$ cat src/rtl/rs_dispatch_pkg.sv
// Shared types and sizing helpers for the reservation-station pool.
package rs_dispatch_pkg;

  typedef enum logic [1:0] {
    ST_EMPTY    = 2'd0,
    ST_READY    = 2'd1,
    ST_WAIT_MEM = 2'd2
  } st_e;

  // Uop MSB marks a load.
  function automatic int load_bit(input int uop_w);
    return uop_w - 1;
  endfunction

  function automatic int tag_w(input int channels);
    return ($clog2(channels) > 1) ? $clog2(channels) : 1;
  endfunction

  function automatic int cnt_w(input int depth);
    return $clog2(depth + 1);
  endfunction

endpackage

$ cat src/rtl/rs_channel.sv
// One reservation station: uop slots, slot index, remaining count and temp word.
module rs_channel
  import rs_dispatch_pkg::*;
#(
  parameter int DEPTH  = 3,
  parameter int UOP_W  = 20,
  parameter int DATA_W = 16,
  parameter int CNT_W  = 2
) (
  input  logic                   clk,
  input  logic                   a_rst,
  input  logic                   feed_wr_i,
  input  logic [UOP_W*DEPTH-1:0] feed_uops_i,
  input  logic [CNT_W-1:0]       feed_cnt_i,
  input  logic [DATA_W-1:0]      feed_k16_i,
  input  logic                   mem_wr_i,
  input  logic [DATA_W-1:0]      mem_data_i,
  input  logic                   issue_ack_i,
  output logic                   empty_o,
  output logic                   eligible_o,
  output logic                   wait_mem_o,
  output logic [UOP_W-1:0]       uop_o,
  output logic                   last_o,
  output logic [DATA_W-1:0]      t16_o
);

  localparam int LB = load_bit(UOP_W);

  st_e                   state_q;
  logic [CNT_W-1:0]      idx_q;
  logic [CNT_W-1:0]      rem_q;
  logic [UOP_W*DEPTH-1:0] slots_q;
  logic [DATA_W-1:0]     t16_q;

  assign empty_o    = (state_q == ST_EMPTY);
  assign eligible_o = (state_q == ST_READY);
  assign wait_mem_o = (state_q == ST_WAIT_MEM);
  assign last_o     = (rem_q == CNT_W'(1));
  assign t16_o      = t16_q;

  always_comb begin
    uop_o = '0;
    for (int s = 0; s < DEPTH; s++) begin
      if (idx_q == CNT_W'(s)) uop_o = slots_q[s*UOP_W +: UOP_W];
    end
  end

  always_ff @(posedge clk or posedge a_rst) begin
    if (a_rst) begin
      state_q <= ST_EMPTY;
      idx_q   <= '0;
      rem_q   <= '0;
    end else begin
      case (state_q)
        ST_EMPTY: begin
          if (feed_wr_i) begin
            idx_q <= '0;
            rem_q <= feed_cnt_i;
            if (feed_cnt_i != '0) state_q <= ST_READY;
          end
        end
        ST_READY: begin
          if (issue_ack_i) begin
            idx_q <= idx_q + 1'b1;
            rem_q <= rem_q - 1'b1;
            // A load parks the station even when it was the final uop.
            if (uop_o[LB])                   state_q <= ST_WAIT_MEM;
            else if (rem_q == CNT_W'(1))     state_q <= ST_EMPTY;
          end
        end
        ST_WAIT_MEM: begin
          if (mem_wr_i) state_q <= (rem_q == '0) ? ST_EMPTY : ST_READY;
        end
        default: state_q <= ST_EMPTY;
      endcase
    end
  end

  always_ff @(posedge clk) begin
    if (feed_wr_i && state_q == ST_EMPTY) begin
      slots_q <= feed_uops_i;
      t16_q   <= feed_k16_i;
    end else if (mem_wr_i && state_q == ST_WAIT_MEM) begin
      t16_q <= mem_data_i;
    end
  end

endmodule

$ cat src/rtl/rs_dispatch.sv
// Station pool: lowest-free feed allocation, round-robin issue, registered execute port.
module rs_dispatch
  import rs_dispatch_pkg::*;
#(
  parameter int CHANNELS = 2,
  parameter int DEPTH    = 3,
  parameter int UOP_W    = 20,
  parameter int DATA_W   = 16,
  localparam int TAG_W   = tag_w(CHANNELS),
  localparam int CNT_W   = cnt_w(DEPTH)
) (
  input  logic                   clk,
  input  logic                   a_rst,
  input  logic                   hold,
  input  logic [UOP_W*DEPTH-1:0] id_uops,
  input  logic [CNT_W-1:0]       id_uop_count,
  input  logic [DATA_W-1:0]      id_k16,
  output logic                   de_feed_req,
  input  logic                   de_feed_ack,
  input  logic [DATA_W-1:0]      mem_data_in,
  input  logic [TAG_W-1:0]       mem_data_tag,
  input  logic                   mem_data_wr,
  output logic [UOP_W-1:0]       ex_uop,
  output logic                   ex_uop_valid,
  output logic [TAG_W-1:0]       ex_tag,
  output logic [DATA_W-1:0]      ex_t16,
  output logic                   ex_last,
  output logic                   err
);

  logic [CHANNELS-1:0] empty_w, elig_w, wait_w, last_w;
  logic [CHANNELS-1:0] feed_sel, mem_hit, ack_w;
  logic [UOP_W-1:0]    uop_w [CHANNELS];
  logic [DATA_W-1:0]   t16_w [CHANNELS];
  logic [CNT_W-1:0]    cnt_clamped;
  logic                feed_accept, win_vld, issue_fire, mem_ok, err_ev;
  logic [TAG_W-1:0]    win_idx, rr_q;
  logic [UOP_W-1:0]    win_uop;
  logic [DATA_W-1:0]   win_t16;
  logic                win_last;

  logic [UOP_W-1:0]    ex_uop_q;
  logic                ex_vld_q, ex_last_q, err_q;
  logic [TAG_W-1:0]    ex_tag_q;
  logic [DATA_W-1:0]   ex_t16_q;

  assign de_feed_req = |empty_w;
  assign feed_accept = de_feed_req & de_feed_ack;
  assign cnt_clamped = (id_uop_count > CNT_W'(DEPTH)) ? CNT_W'(DEPTH) : id_uop_count;

  always_comb begin
    logic found;
    found    = 1'b0;
    feed_sel = '0;
    for (int c = 0; c < CHANNELS; c++) begin
      if (empty_w[c] && !found) begin
        feed_sel[c] = feed_accept;
        found       = 1'b1;
      end
    end
  end

  // Round-robin search starts at rr_q, the station after the last issuer.
  always_comb begin
    int j;
    j       = 0;
    win_vld = 1'b0;
    win_idx = '0;
    for (int i = 0; i < CHANNELS; i++) begin
      j = int'(rr_q) + i;
      if (j >= CHANNELS) j = j - CHANNELS;
      if (!win_vld && elig_w[j]) begin
        win_vld = 1'b1;
        win_idx = TAG_W'(j);
      end
    end
  end

  assign issue_fire = win_vld & ~hold;

  always_comb begin
    win_uop  = '0;
    win_t16  = '0;
    win_last = 1'b0;
    ack_w    = '0;
    mem_hit  = '0;
    for (int c = 0; c < CHANNELS; c++) begin
      if (win_idx == TAG_W'(c)) begin
        win_uop  = uop_w[c];
        win_t16  = t16_w[c];
        win_last = last_w[c];
        ack_w[c] = issue_fire;
      end
      mem_hit[c] = mem_data_wr && (mem_data_tag == TAG_W'(c));
    end
  end

  assign mem_ok = |(mem_hit & wait_w);
  assign err_ev = (de_feed_ack & ~de_feed_req) | (mem_data_wr & ~mem_ok);

  for (genvar g = 0; g < CHANNELS; g++) begin : g_ch
    rs_channel #(
      .DEPTH (DEPTH),
      .UOP_W (UOP_W),
      .DATA_W(DATA_W),
      .CNT_W (CNT_W)
    ) u_ch (
      .clk        (clk),
      .a_rst      (a_rst),
      .feed_wr_i  (feed_sel[g]),
      .feed_uops_i(id_uops),
      .feed_cnt_i (cnt_clamped),
      .feed_k16_i (id_k16),
      .mem_wr_i   (mem_hit[g]),
      .mem_data_i (mem_data_in),
      .issue_ack_i(ack_w[g]),
      .empty_o    (empty_w[g]),
      .eligible_o (elig_w[g]),
      .wait_mem_o (wait_w[g]),
      .uop_o      (uop_w[g]),
      .last_o     (last_w[g]),
      .t16_o      (t16_w[g])
    );
  end

  always_ff @(posedge clk or posedge a_rst) begin
    if (a_rst) begin
      ex_uop_q  <= '0;
      ex_vld_q  <= 1'b0;
      ex_tag_q  <= '0;
      ex_t16_q  <= '0;
      ex_last_q <= 1'b0;
      rr_q      <= '0;
      err_q     <= 1'b0;
    end else begin
      if (!hold) begin
        ex_vld_q <= win_vld;
        if (win_vld) begin
          ex_uop_q  <= win_uop;
          ex_tag_q  <= win_idx;
          ex_t16_q  <= win_t16;
          ex_last_q <= win_last;
          rr_q      <= (win_idx == TAG_W'(CHANNELS - 1)) ? '0 : win_idx + 1'b1;
        end
      end
      if (err_ev) err_q <= 1'b1;
    end
  end

  assign ex_uop       = ex_uop_q;
  assign ex_uop_valid = ex_vld_q;
  assign ex_tag       = ex_tag_q;
  assign ex_t16       = ex_t16_q;
  assign ex_last      = ex_last_q;
  assign err          = err_q;

endmodule
$ cat config.mk
export PLATFORM = sky130hd
export DESIGN_NAME = rs_dispatch
export DESIGN_NICKNAME = d
export VERILOG_FILES = /design/src/rtl/rs_dispatch_pkg.sv /design/src/rtl/rs_channel.sv /design/src/rtl/rs_dispatch.sv
export SDC_FILE = /design/constraint.sdc
export NUM_CORES = 1
export LEC_CHECK = 0
export BUFFER_PORTS_ARGS = -buffer_cell sky130_fd_sc_hd__buf_2
export CAP_MARGIN = 20
export CORE_ASPECT_RATIO = 1.4
export CORE_MARGIN = 10
export CORE_UTILIZATION = 60
export DETAILED_ROUTE_END_ITERATION = 12
export PLACE_DENSITY = 0.91
export SETUP_SLACK_MARGIN = 0.1
export SLEW_MARGIN = 5
export SYNTH_ARGS = -nofsm -noshare
export SYNTH_HDL_FRONTEND = slang
export SYNTH_SLANG_ARGS = --single-unit
export TNS_END_PERCENT = 100
$ cat constraint.sdc
create_clock -name clk -period 5.03 [get_ports clk]
set_clock_uncertainty 0.15 [all_clocks]
set_input_delay 0.2515 -clock clk [delete_from_list [all_inputs] [get_ports clk]]
set_output_delay 0.2515 -clock clk [all_outputs]
set_load 0.1 [all_outputs]
==> results of run 1 <==
[sequential cells by signal, indices dropped and copies added (netlist names), 4 cells and up]
name and flops:
g_ch.u_ch.rem_q 4, ex_t16 16, g_ch.u_ch.t16_o 32, g_ch.u_ch.slots_q 120, g_ch.u_ch.state_q 4, ex_uop 20
g_ch.u_ch.idx_q 4
[Yosys cell counts, drive strengths merged (2+ instances only)]
library cell,number,area [sq um]
a221o,16,160
a32oi,19,166
ha,10,125
o211ai,2,15.0
nor3,4,25.0
nor2,6,22.5
dfrtp,53,1330
nand2,79,297
a211o,2,17.5
o31ai,5,37.5
mux2i,2,20.0
a211oi,2,25.0
mux2,17,191
a222oi,17,170
nand3b,18,135
nor2b,8,57.6
edfxtp,152,4560
o22ai,2,12.5
inv,30,113
clkbuf,22,82.6
or3,3,18.8
o21ai,28,140
buf,17,103
a21oi,42,210
nand3,2,10.0
nor3b,2,20.0
a221oi,3,26.3
nand2b,24,158
[through the flow]
step                      utilization [%]  hold WS, ns  instances
after floorplan                         -        0.200        594
after global placement               68.0        0.291        888
after detailed placement             68.2        0.293        889
after CTS                            81.2       0.0922       1036
after global routing                 81.4        0.176       1039
final                                81.4        0.110       1039
[layout by cell type (no fill, tap or decap), types with 3 or more instances in the layout]
cell / n
o21ai_0: 25
a21oi_1: 42
buf_4: 11
a221oi_1: 3
mux2_2: 17
a221o_1: 16
clkbuf_16: 19
nand3b_1: 18
buf_2: 140
a222oi_1: 17
nand2_1: 79
a32oi_1: 19
edfxtp_1: 152
o31ai_1: 5
o21ai_1: 3
nor2_1: 6
inv_1: 28
clkbuf_8: 4
nand2b_1: 23
nor2b_1: 6
dlygate4sd3_1: 114
dfrtp_1: 53
or3_1: 3
clkinv_2: 5
clkbuf_1: 4
ha_1: 10
nor3_1: 3
[power by group through the flow]
stage | clock network, W | logic, W | registers (W)
6_report | 0.00140 | 0.00320 | 0.00264
3_3_place_gp | 0 | 0.00283 | 0.00262
5_1_grt | 0.00149 | 0.00337 | 0.00268
2_1_floorplan | 0 | 0.00132 | 0.00358
4_1_cts | 0.00139 | 0.00311 | 0.00262
3_5_place_dp | 0 | 0.00297 | 0.00264
[worst max-delay path, delay by kind of cell (launching register included)]
family,cells,cell delay (ns)
compound gates,1,0.18
buf+inv,4,1.67
flops,1,0.54
simple gates,3,0.57
[path summary, 6_finish.rpt]
kind | startpoint | end | slack (ns)
worst max-delay path | g_ch[0].u_ch.state_q[0]$_DFFE_PP0P_ | g_ch[1].u_ch.t16_o[15]$_DFFE_PP_ | 1.75
worst min-delay path | de_feed_ack | err$_DFFE_PP0P_ | 0.11
worst max register to register | g_ch[0].u_ch.state_q[0]$_DFFE_PP0P_ | g_ch[1].u_ch.t16_o[15]$_DFFE_PP_ | 1.75
worst min register to register | ex_tag$_DFFE_PP0N_ | ex_tag$_DFFE_PP0N_ | 0.33
max in group asynchronous | a_rst | ex_t16[5]$_DFFE_PP0N_ | 3.84
min in group asynchronous | a_rst | ex_t16[2]$_DFFE_PP0N_ | 0.35
[cells by family (layout without fill, tap and decap cells)]
| group | Yosys count | after routing | share of synthesized area [%] |
|---|---|---|---|
| mux | 19 | 19 | 2.55 |
| other cells | 0 | 1 | 0 |
| simple gates | 149 | 149 | 9.21 |
| compound gates | 142 | 142 | 12.2 |
| flops | 205 | 205 | 70.9 |
| fa+ha+maj | 10 | 10 | 1.51 |
| buf+inv | 69 | 331 | 3.59 |
[routing by layer]
metal  routed length, um  track usage, %  vias up
li1                    -               -     2744
met2               12700            44.4      436
met1                8380            27.4     3115
met3                2010            4.36       78
met4                 929            11.1        0
met5                   0               0        -
[cell type report]
type | instances | area (sq um)
clock buffers | 27 | 546
repair buffers | 268 | 1980
multi-input cells | 320 | 2140
clock inverters | 6 | 53.8
well taps | 182 | 228
fillers | 677 | 2500
flip-flops and latches | 205 | 5890
inverters | 30 | 114
diodes | 1 | 2.50
==> results.py, run 1 <==
metrics = {
    "critical_path": {
        "crit_chain": "o21ai_1 > or3_1 > buf_4 > clkinv_2 > buf_4 > nand2_1 > nand2_1 > dlygate4sd3_1",
        "crit_required_ns": 5.22,
        "start_kind": "flip-flop",
        "cp-end-kind": "flip-flop",
        "worstPathArrival_ns": 3.48,
        "path_class": "reg -> reg",
        "critPathSlowestCell": "buf_4",
        "reg2reg_depth": 8,
        "crit_path_max_fanout": 67,
        "slowest_delay_ns": 0.72,
    },
    "power": {
        "p_int_w": 0.00404,
        "power_switching_w": 0.00321,
        "ir_worst_vdd_uv": 543,
        "leakagePower_nw": 4.42,
        "p_total_w": 0.00725,
        "seqPwrFrac_pct": 36.5,
        "switching_share_pct": 44.3,
        "pwr-share-comb_pct": 44.2,
        "powerDensity_nw_per_um2": 662,
        "pwr-share-clk_pct": 19.4,
    },
    "min_path": {
        "worstHoldPathCells": 3,
        "hold_class": "in -> reg",
    },
    "route": {
        "first_iter_violations": 815,
        "vias": 6373,
        "wl_per_cell_um": 23.2,
        "routed_wl_mm": 24.1,
        "viasPerCell": 6.13,
        "dr.pass1.iters": 5,
        "postRouteAntennaNets": 0,
        "remaining_drc_errors": 0,
    },
    "yosys": {
        "synth_seq_cells": 205,
        "yosysSeqAreaShare_pct": 70.9,
        "ys.flop_type": "edfxtp_1",
        "async_flop_share_pct": 25.9,
        "netlist_area_sq_um": 8300,
        "synth_cell_type_count": 43,
        "synth_edf_count": 152,
        "syn_area_per_cell_sq_um": 14.0,
        "syn_inst": 594,
        "synth_warnings": 0,
        "syn_nets": 704,
    },
    "sta": {
        "hold_viol": 0,
        "fin_setup_tns_ns": 0,
        "min_period_ns": 3.28,
        "relSlewSlack_pct": 30.3,
        "worst_slew_pin_slew_ns": 1.05,
        "maxSlewViolCount": 0,
        "fin_crit_sh_pct": 65.3,
        "rsz0062_at_grt": "false",
        "finalWorstSetupSlack_ns": 1.75,
        "setup_viol": 0,
        "fmax_ghz": 0.305,
    },
    "job": {
        "cap_viol_max_count": 0,
    },
    "floorplanning": {
        "die_x_um": 119,
        "io_pins": 141,
        "die_h_um": 159,
        "core-area_sq_um": 13500,
        "die_area_sq_um": 19000,
        "start_util_pct": 61.7,
        "rows": 50,
    },
    "placement": {
        "portBuffers": 140,
        "dpl_cell_area_sq_um": 9180,
        "gp_congestion": 0.804,
        "preCtsSetupSlack_ns": 2.28,
        "hpwl_mm": 13.1,
    },
    "layout": {
        "finalNetCount": 954,
        "fin_area_sq_um": 10900,
        "syn2layout_area_growth_pct": 31.9,
        "drive_gt1_share_pct": 24.4,
    },
    "clock_tree": {
        "clockBufferDepth": 3,
        "clkTransAtPathRegs_ns": 0.06,
        "cts_made_buffers": 19,
        "clock-root-buffer": "clkbuf_16",
        "htreeDepth": 1,
        "clock_latency_ns": 0.48,
        "cts_setup_buffers": 0,
        "clock_sinks": 205,
        "hold_buffers": 114,
        "tritoncts": "built",
        "cts-resized-gates": 0,
    },
    "global_route": {
        "overflow": 0,
        "grt_pass1_vias": 6802,
        "grt_max_degree": 68,
        "grt_use_total_pct": 24.6,
        "antenna_found_initial": 1,
        "grt_pass1_wl_mm": 37.5,
    },
    "run_status": {
        "outcome": "finished, final reports clean",
    },
}
No activity file was read; power rests on OpenSTA's default activity.
==> run 2, diff against run 1 <==
- ABC_AREA: unset -> 1
- CORE_UTILIZATION: 60 -> 56
- PLACE_DENSITY: 0.91 -> 0.87
- clock period: 5.03 -> 3.1 ns (I/O delays scaled with it)
==> run 2 against run 1 <==
Effect of this change: sequential power rose by 61%; largest cell class unchanged; count of clock-buffer cells in the layout is 2 lower; routed wire length down 0.42%; first-iteration DRC count decreased by 6.7%; combinational power rose by 63%; final cell count increased by 13%; utilization fell by 5.8 points; critical path depth fell by 3; global-route usage fell by 1.3 points; power rose by 61%; largest power group unchanged.
==> results.py, run 2 <==
metrics = {
    "sta": {
        "worst_slew_pin_slew_ns": 1.13,
        "fin_crit_sh_pct": 89.1,
        "maxSlewViolCount": 0,
        "relSlewSlack_pct": 24.8,
        "hold_ws_ns": 0.0306,
        "min_period_ns": 2.76,
        "setup_viol": 0,
        "fmax_ghz": 0.362,
        "hold_viol": 0,
        "finalWorstSetupSlack_ns": 0.338,
        "rsz0062_at_grt": "false",
    },
    "floorplanning": {
        "rows": 52,
        "die_h_um": 164,
        "core-area_sq_um": 14500,
        "die_x_um": 123,
        "start_util_pct": 57.4,
        "die_area_sq_um": 20200,
        "io_pins": 141,
    },
    "global_route": {
        "grt_max_degree": 61,
        "grt_use_total_pct": 23.3,
        "antenna_found_initial": 1,
        "grt_pass1_vias": 7070,
        "grt_pass1_wl_mm": 36.9,
        "overflow": 0,
    },
    "placement": {
        "portBuffers": 140,
        "preCtsSetupSlack_ns": 0.791,
        "hpwl_mm": 13.6,
        "placed_cells": 1023,
        "gp_congestion": 0.840,
    },
    "route": {
        "remaining_drc_errors": 0,
        "postRouteAntennaNets": 0,
        "routed_wl_mm": 24.0,
        "first_iter_violations": 760,
        "viasPerCell": 5.70,
        "dr.pass1.iters": 6,
        "vias": 6690,
        "wl_per_cell_um": 20.4,
    },
    "layout": {
        "finalNetCount": 1080,
        "final_cell_mix": "nand2_1, edfxtp_1, buf_2",
        "layout.cells.non_filler": 1174,
        "fillerInstances": 841,
        "layout_commonest_cell": "nand2_1",
        "largest_reg_flops": 120,
        "drive_gt1_share_pct": 20.9,
        "largest_register": "g_ch.u_ch.slots_q",
        "syn2layout_area_growth_pct": 31.6,
    },
    "clock_tree": {
        "clockBufferDepth": 3,
        "tritoncts": "built",
        "cts_made_buffers": 19,
        "hold_buffers": 115,
        "clkTransAtPathRegs_ns": 0.07,
        "clock_sinks": 205,
        "clock-root-buffer": "clkbuf_16",
        "htreeDepth": 1,
        "cts-resized-gates": 0,
        "clock_latency_ns": 0.48,
        "cts_setup_buffers": 0,
    },
    "power": {
        "ir_worst_vdd_uv": 893,
        "p_total_w": 0.0116,
        "seqPwrFrac_pct": 36.4,
        "switching_share_pct": 46.3,
        "pwr-share-clk_pct": 18.7,
        "power_switching_w": 0.00539,
        "leakagePower_nw": 4.71,
        "powerDensity_nw_per_um2": 1060,
        "pwr-share-comb_pct": 44.9,
        "p_int_w": 0.00625,
    },
    "yosys": {
        "synth_commonest_cells": "nand2_1, edfxtp_1, nand3_1, dfrtp_1, inv_1",
        "syn_inst": 715,
        "synth_top_area_share_pct": 54.8,
        "synth_area_leaders": "edfxtp_1, dfrtp_1, nand2_1",
        "async_flop_share_pct": 25.9,
        "syn_area_per_cell_sq_um": 11.7,
        "synth_seq_cells": 205,
        "yosysMostFrequentCell": "nand2_1",
        "ys.flop_type": "edfxtp_1",
        "synth_cell_type_count": 25,
        "synth_warnings": 0,
        "synth_top_area_cell": "edfxtp_1",
        "netlist_area_sq_um": 8330,
        "synth_edf_count": 152,
        "syn_nets": 825,
        "yosysSeqAreaShare_pct": 70.7,
    },
    "min_path": {
        "hold_class": "in -> reg",
    },
    "critical_path": {
        "path_class": "reg -> reg",
        "crit_required_ns": 3.18,
        "start_kind": "flip-flop",
        "crit_path_max_fanout": 33,
        "cp-end-kind": "flip-flop",
        "worstPathArrival_ns": 2.84,
    },
    "run_status": {
        "outcome": "finished, final reports clean",
    },
    "job": {
        "cap_viol_max_count": 0,
    },
}
==> run 2: cell count changes after synthesis, moves of 6 or more <==
cell      delta
a221o_1     -16
a222oi_1    -17
a32oi_1     -19
clkbuf_1     -6
inv_1       +13
mux2_2      -17
nand2_1    +125
nand2b_1    -23
nand3_1     +67
nand3b_1    -18
nor2b_1      -7
o211ai_1    +38
o21ai_0     +16
==> run 2: final timing paths <==
kind                                                startpoint                                   to  slack, ns  cells past startpoint
min reg2reg                    g_ch[1].u_ch.t16_o[8]$_DFFE_PP_                ex_t16[8]$_DFFE_PP0N_       0.31                      2
min in group asynchronous                                a_rst                ex_t16[7]$_DFFE_PP0N_       0.10                      3
max                        g_ch[0].u_ch.state_q[0]$_DFFE_PP0P_     g_ch[1].u_ch.t16_o[15]$_DFFE_PP_       0.34                      5
max reg2reg                g_ch[0].u_ch.state_q[0]$_DFFE_PP0P_     g_ch[1].u_ch.t16_o[15]$_DFFE_PP_       0.34                      5
max in group asynchronous                                a_rst               ex_t16[13]$_DFFE_PP0N_       2.06                      4
min                                                de_feed_ack  g_ch[1].u_ch.state_q[0]$_DFFE_PP0P_       0.03                      5
==> run 2: layout make-up <==
class / instances / area, sq um / area share (%)
clock inverters: 8 / 45.0 / 0.411
multi-input cells: 427 / 2120 / 19.3
well taps: 189 / 236 / 2.16
clock buffers: 25 / 528 / 4.82
flip-flops and latches: 205 / 5890 / 53.7
inverters: 48 / 180 / 1.64
diodes: 3 / 7.51 / 0.0685
repair buffers: 269 / 1960 / 17.8
==> run 2: through the flow <==
stage	util (%)	setup TNS, ns	instance area [sq um]
final	75.6	0	11000
after global routing	75.5	0	11000
after CTS	75.5	0	11000
after detailed placement	63.6	0	9230
after global placement	63.6	0	9230
after floorplan	-	-2.96	8380
==> run 2: logic make-up (layout without fill, tap and decap cells) <==
kind of cell	Yosys count	count (layout)	synth area share, %
flops	205	205	70.7
compound gates	125	125	8.73
simple gates	292	292	14.7
fa+ha+maj	10	10	1.50
other cells	0	3	0
buf+inv	83	350	4.32
==> run 2: power groups by stage <==
stage / combinational (W) / clock [W] / sequential [W]
final: 0.00523 / 0.00217 / 0.00424
after global routing: 0.00559 / 0.00228 / 0.00430
after CTS: 0.00514 / 0.00218 / 0.00421
after detailed placement: 0.00492 / 0 / 0.00425
after global placement: 0.00478 / 0 / 0.00422
after floorplan: 0.00212 / 0 / 0.00593
==> run 2: critical path, stage by stage (launching register included) <==
cell,delay (ns)
dfrtp_1,0.42
nor2_2,0.26
nor3_4,0.07
inv_1,0.79
o21ai_0,0.19
dlygate4sd3_1,0.61
==> run 2: routing by layer <==
metal / part of all wire, % / track usage [%] / vias up
met5: 0 / 0 / -
met4: 3.8 / 11.0 / 0
met3: 8.5 / 4.26 / 85
met2: 54 / 42.9 / 440
met1: 34 / 24.9 / 3165
li1: - / - / 3000
==> run 3, diff against run 2 <==
- RECOVER_POWER: unset -> 100
==> run 3 against run 2 <==
Effect of this change: the run now ends with capacitance limit, slew limit left; setup slack got worse by 0.11 ns; count of clock-buffer cells in the layout did not move; sequential cell count did not move; critical path depth fell by 1; routed wire length rose by 0.38%; fmax fell by 3.9%; global-route usage did not move; register-to-register slack got worse by 0.11 ns; power fell by 1.1%; sequential share of layout area rose by 0.92 points; critical path type unchanged; largest cell class unchanged; largest power group unchanged.
==> results.py, run 3 (same netlist as run 2, synthesis figures left out) <==
metrics = {
    "sta": {
        "fmax_ghz": 0.348,
        "setup_viol": 0,
        "worst_slew_pin_slew_ns": 1.59,
        "hold_viol": 0,
        "relSlewSlack_pct": -6.09,
        "fin_crit_sh_pct": 92.7,
        "finalWorstSetupSlack_ns": 0.226,
        "min_period_ns": 2.87,
        "rsz0062_at_grt": "false",
        "maxSlewViolCount": 122,
    },
    "power": {
        "pwr-share-comb_pct": 44.1,
        "ir_worst_vdd_uv": 843,
        "power_switching_w": 0.00537,
        "seqPwrFrac_pct": 37.0,
        "p_int_w": 0.00614,
        "pwr-share-clk_pct": 18.9,
        "leakagePower_nw": 4.43,
        "switching_share_pct": 46.6,
        "powerDensity_nw_per_um2": 1070,
        "p_total_w": 0.0115,
    },
    "floorplanning": {
        "die_x_um": 123,
        "io_pins": 141,
        "core-area_sq_um": 14500,
        "die_h_um": 164,
        "die_area_sq_um": 20200,
        "start_util_pct": 57.4,
        "rows": 52,
    },
    "critical_path": {
        "cp_top_family": "simple AND/OR/NAND/NOR gates",
        "crit_chain": "nor2_1 > nor3_1 > inv_1 > nand2_1",
        "start_kind": "flip-flop",
        "r2r-start": "g_ch[0].u_ch.state_q[0]$_DFFE_PP0P_",
        "critPathSlowestCell": "nand2_1",
        "crit_required_ns": 2.97,
        "cp-end-kind": "flip-flop",
        "worstPathArrival_ns": 2.74,
        "path_class": "reg -> reg",
        "crit_path_max_fanout": 33,
        "path_buf_inv": 1,
        "crit_path_start": "g_ch[0].u_ch.state_q[0]$_DFFE_PP0P_",
        "slowest_delay_ns": 0.77,
    },
    "layout": {
        "fin_area_sq_um": 10800,
        "largest_reg_flops": 120,
        "final_util_pct": 74.3,
        "drive_gt1_share_pct": 9.98,
        "fillerInstances": 917,
        "layout_commonest_cell": "nand2_1",
        "final_cell_mix": "nand2_1, edfxtp_1, dlygate4sd3_1",
        "syn2layout_area_growth_pct": 29.4,
        "largest_register": "g_ch.u_ch.slots_q",
        "finalNetCount": 1080,
    },
    "global_route": {
        "grt_use_total_pct": 23.3,
        "grt_pass1_wl_mm": 36.9,
        "grt_max_degree": 61,
        "antenna_found_initial": 1,
        "grt_pass1_vias": 7070,
        "overflow": 0,
    },
    "clock_tree": {
        "clkTransAtPathRegs_ns": 0.06,
        "cts_setup_buffers": 0,
        "htreeDepth": 1,
        "cts_made_buffers": 19,
        "clock-root-buffer": "clkbuf_16",
        "tritoncts": "built",
        "hold_buffers": 115,
        "clockBufferDepth": 3,
        "clock_sinks": 205,
        "cts-resized-gates": 0,
        "clock_latency_ns": 0.48,
    },
    "route": {
        "routed_wl_mm": 24.1,
        "postRouteAntennaNets": 0,
        "remaining_drc_errors": 0,
        "viasPerCell": 5.71,
        "dr.pass1.iters": 7,
        "first_iter_violations": 828,
        "vias": 6705,
        "wl_per_cell_um": 20.5,
    },
    "placement": {
        "gp_congestion": 0.840,
        "dpl_cell_area_sq_um": 9230,
        "portBuffers": 140,
        "hpwl_mm": 13.6,
        "preCtsSetupSlack_ns": 0.791,
    },
    "run_status": {
        "outcome": "complete, but fails checks",
        "violations": "capacitance limit, slew limit",
    },
    "job": {
        "cap_viol_max_count": 2,
    },
    "min_path": {
        "hold_class": "in -> reg",
        "hold_start": "de_feed_ack",
    },
}
-- run 3: metal layers --
| layer | part of all wire [%] | track usage (%) |
|---|---|---|
| met1 | 35 | 24.9 |
| met2 | 53 | 42.9 |
| met3 | 7.9 | 4.26 |
| met4 | 4.0 | 11.0 |
| met5 | 0 | 0 |
-- run 3: final timing paths --
| kind | slack (ns) | endpoint | cells after the start |
|---|---|---|---|
| max | 0.23 | g_ch[1].u_ch.t16_o[5]$_DFFE_PP_ | 4 |
| min | 0.03 | g_ch[1].u_ch.state_q[0]$_DFFE_PP0P_ | 5 |
| max reg2reg | 0.23 | g_ch[1].u_ch.t16_o[5]$_DFFE_PP_ | 4 |
| min reg2reg | 0.31 | ex_t16[9]$_DFFE_PP0N_ | 2 |
| max in group asynchronous | 1.06 | ex_t16[13]$_DFFE_PP0N_ | 4 |
| min in group asynchronous | 0.26 | ex_t16[7]$_DFFE_PP0N_ | 3 |
-- run 3: area by class of cell --
cell class	count	area, sq um	share of cell area [%]
multi-input cells	427	2080	19.3
clock buffers	25	528	4.90
inverters	48	180	1.67
clock inverters	8	45.0	0.418
repair buffers	269	1820	16.9
well taps	189	236	2.19
diodes	3	7.51	0.0696
flip-flops and latches	205	5890	54.6
-- run 3: worst min-delay path: cells and delay by family --
| family | cells | cell delay, ns |
|---|---|---|
| and+or+nand+nor | 3 | 0.20 |
| AOI/OAI and AO/OA | 1 | 0.14 |
| buffers and inverters | 1 | 0.12 |
-- run 3: metrics by stage --
stage,instances,hold WS (ns),TNS (ns)
final,1174,0.0291,0
after global routing,1172,0.0759,0
after CTS,1171,0.0117,0
after detailed placement,1023,0.0672,0
after global placement,1023,0.0530,0
after floorplan,715,0.104,-2.96
-- run 3: power groups by stage --
stage	Clock (W)	Sequential (W)	Combinational, W
after floorplan	0	0.00593	0.00212
after global placement	0	0.00422	0.00478
after detailed placement	0	0.00425	0.00492
after CTS	0.00218	0.00421	0.00514
after global routing	0.00228	0.00432	0.00544
final	0.00218	0.00426	0.00507
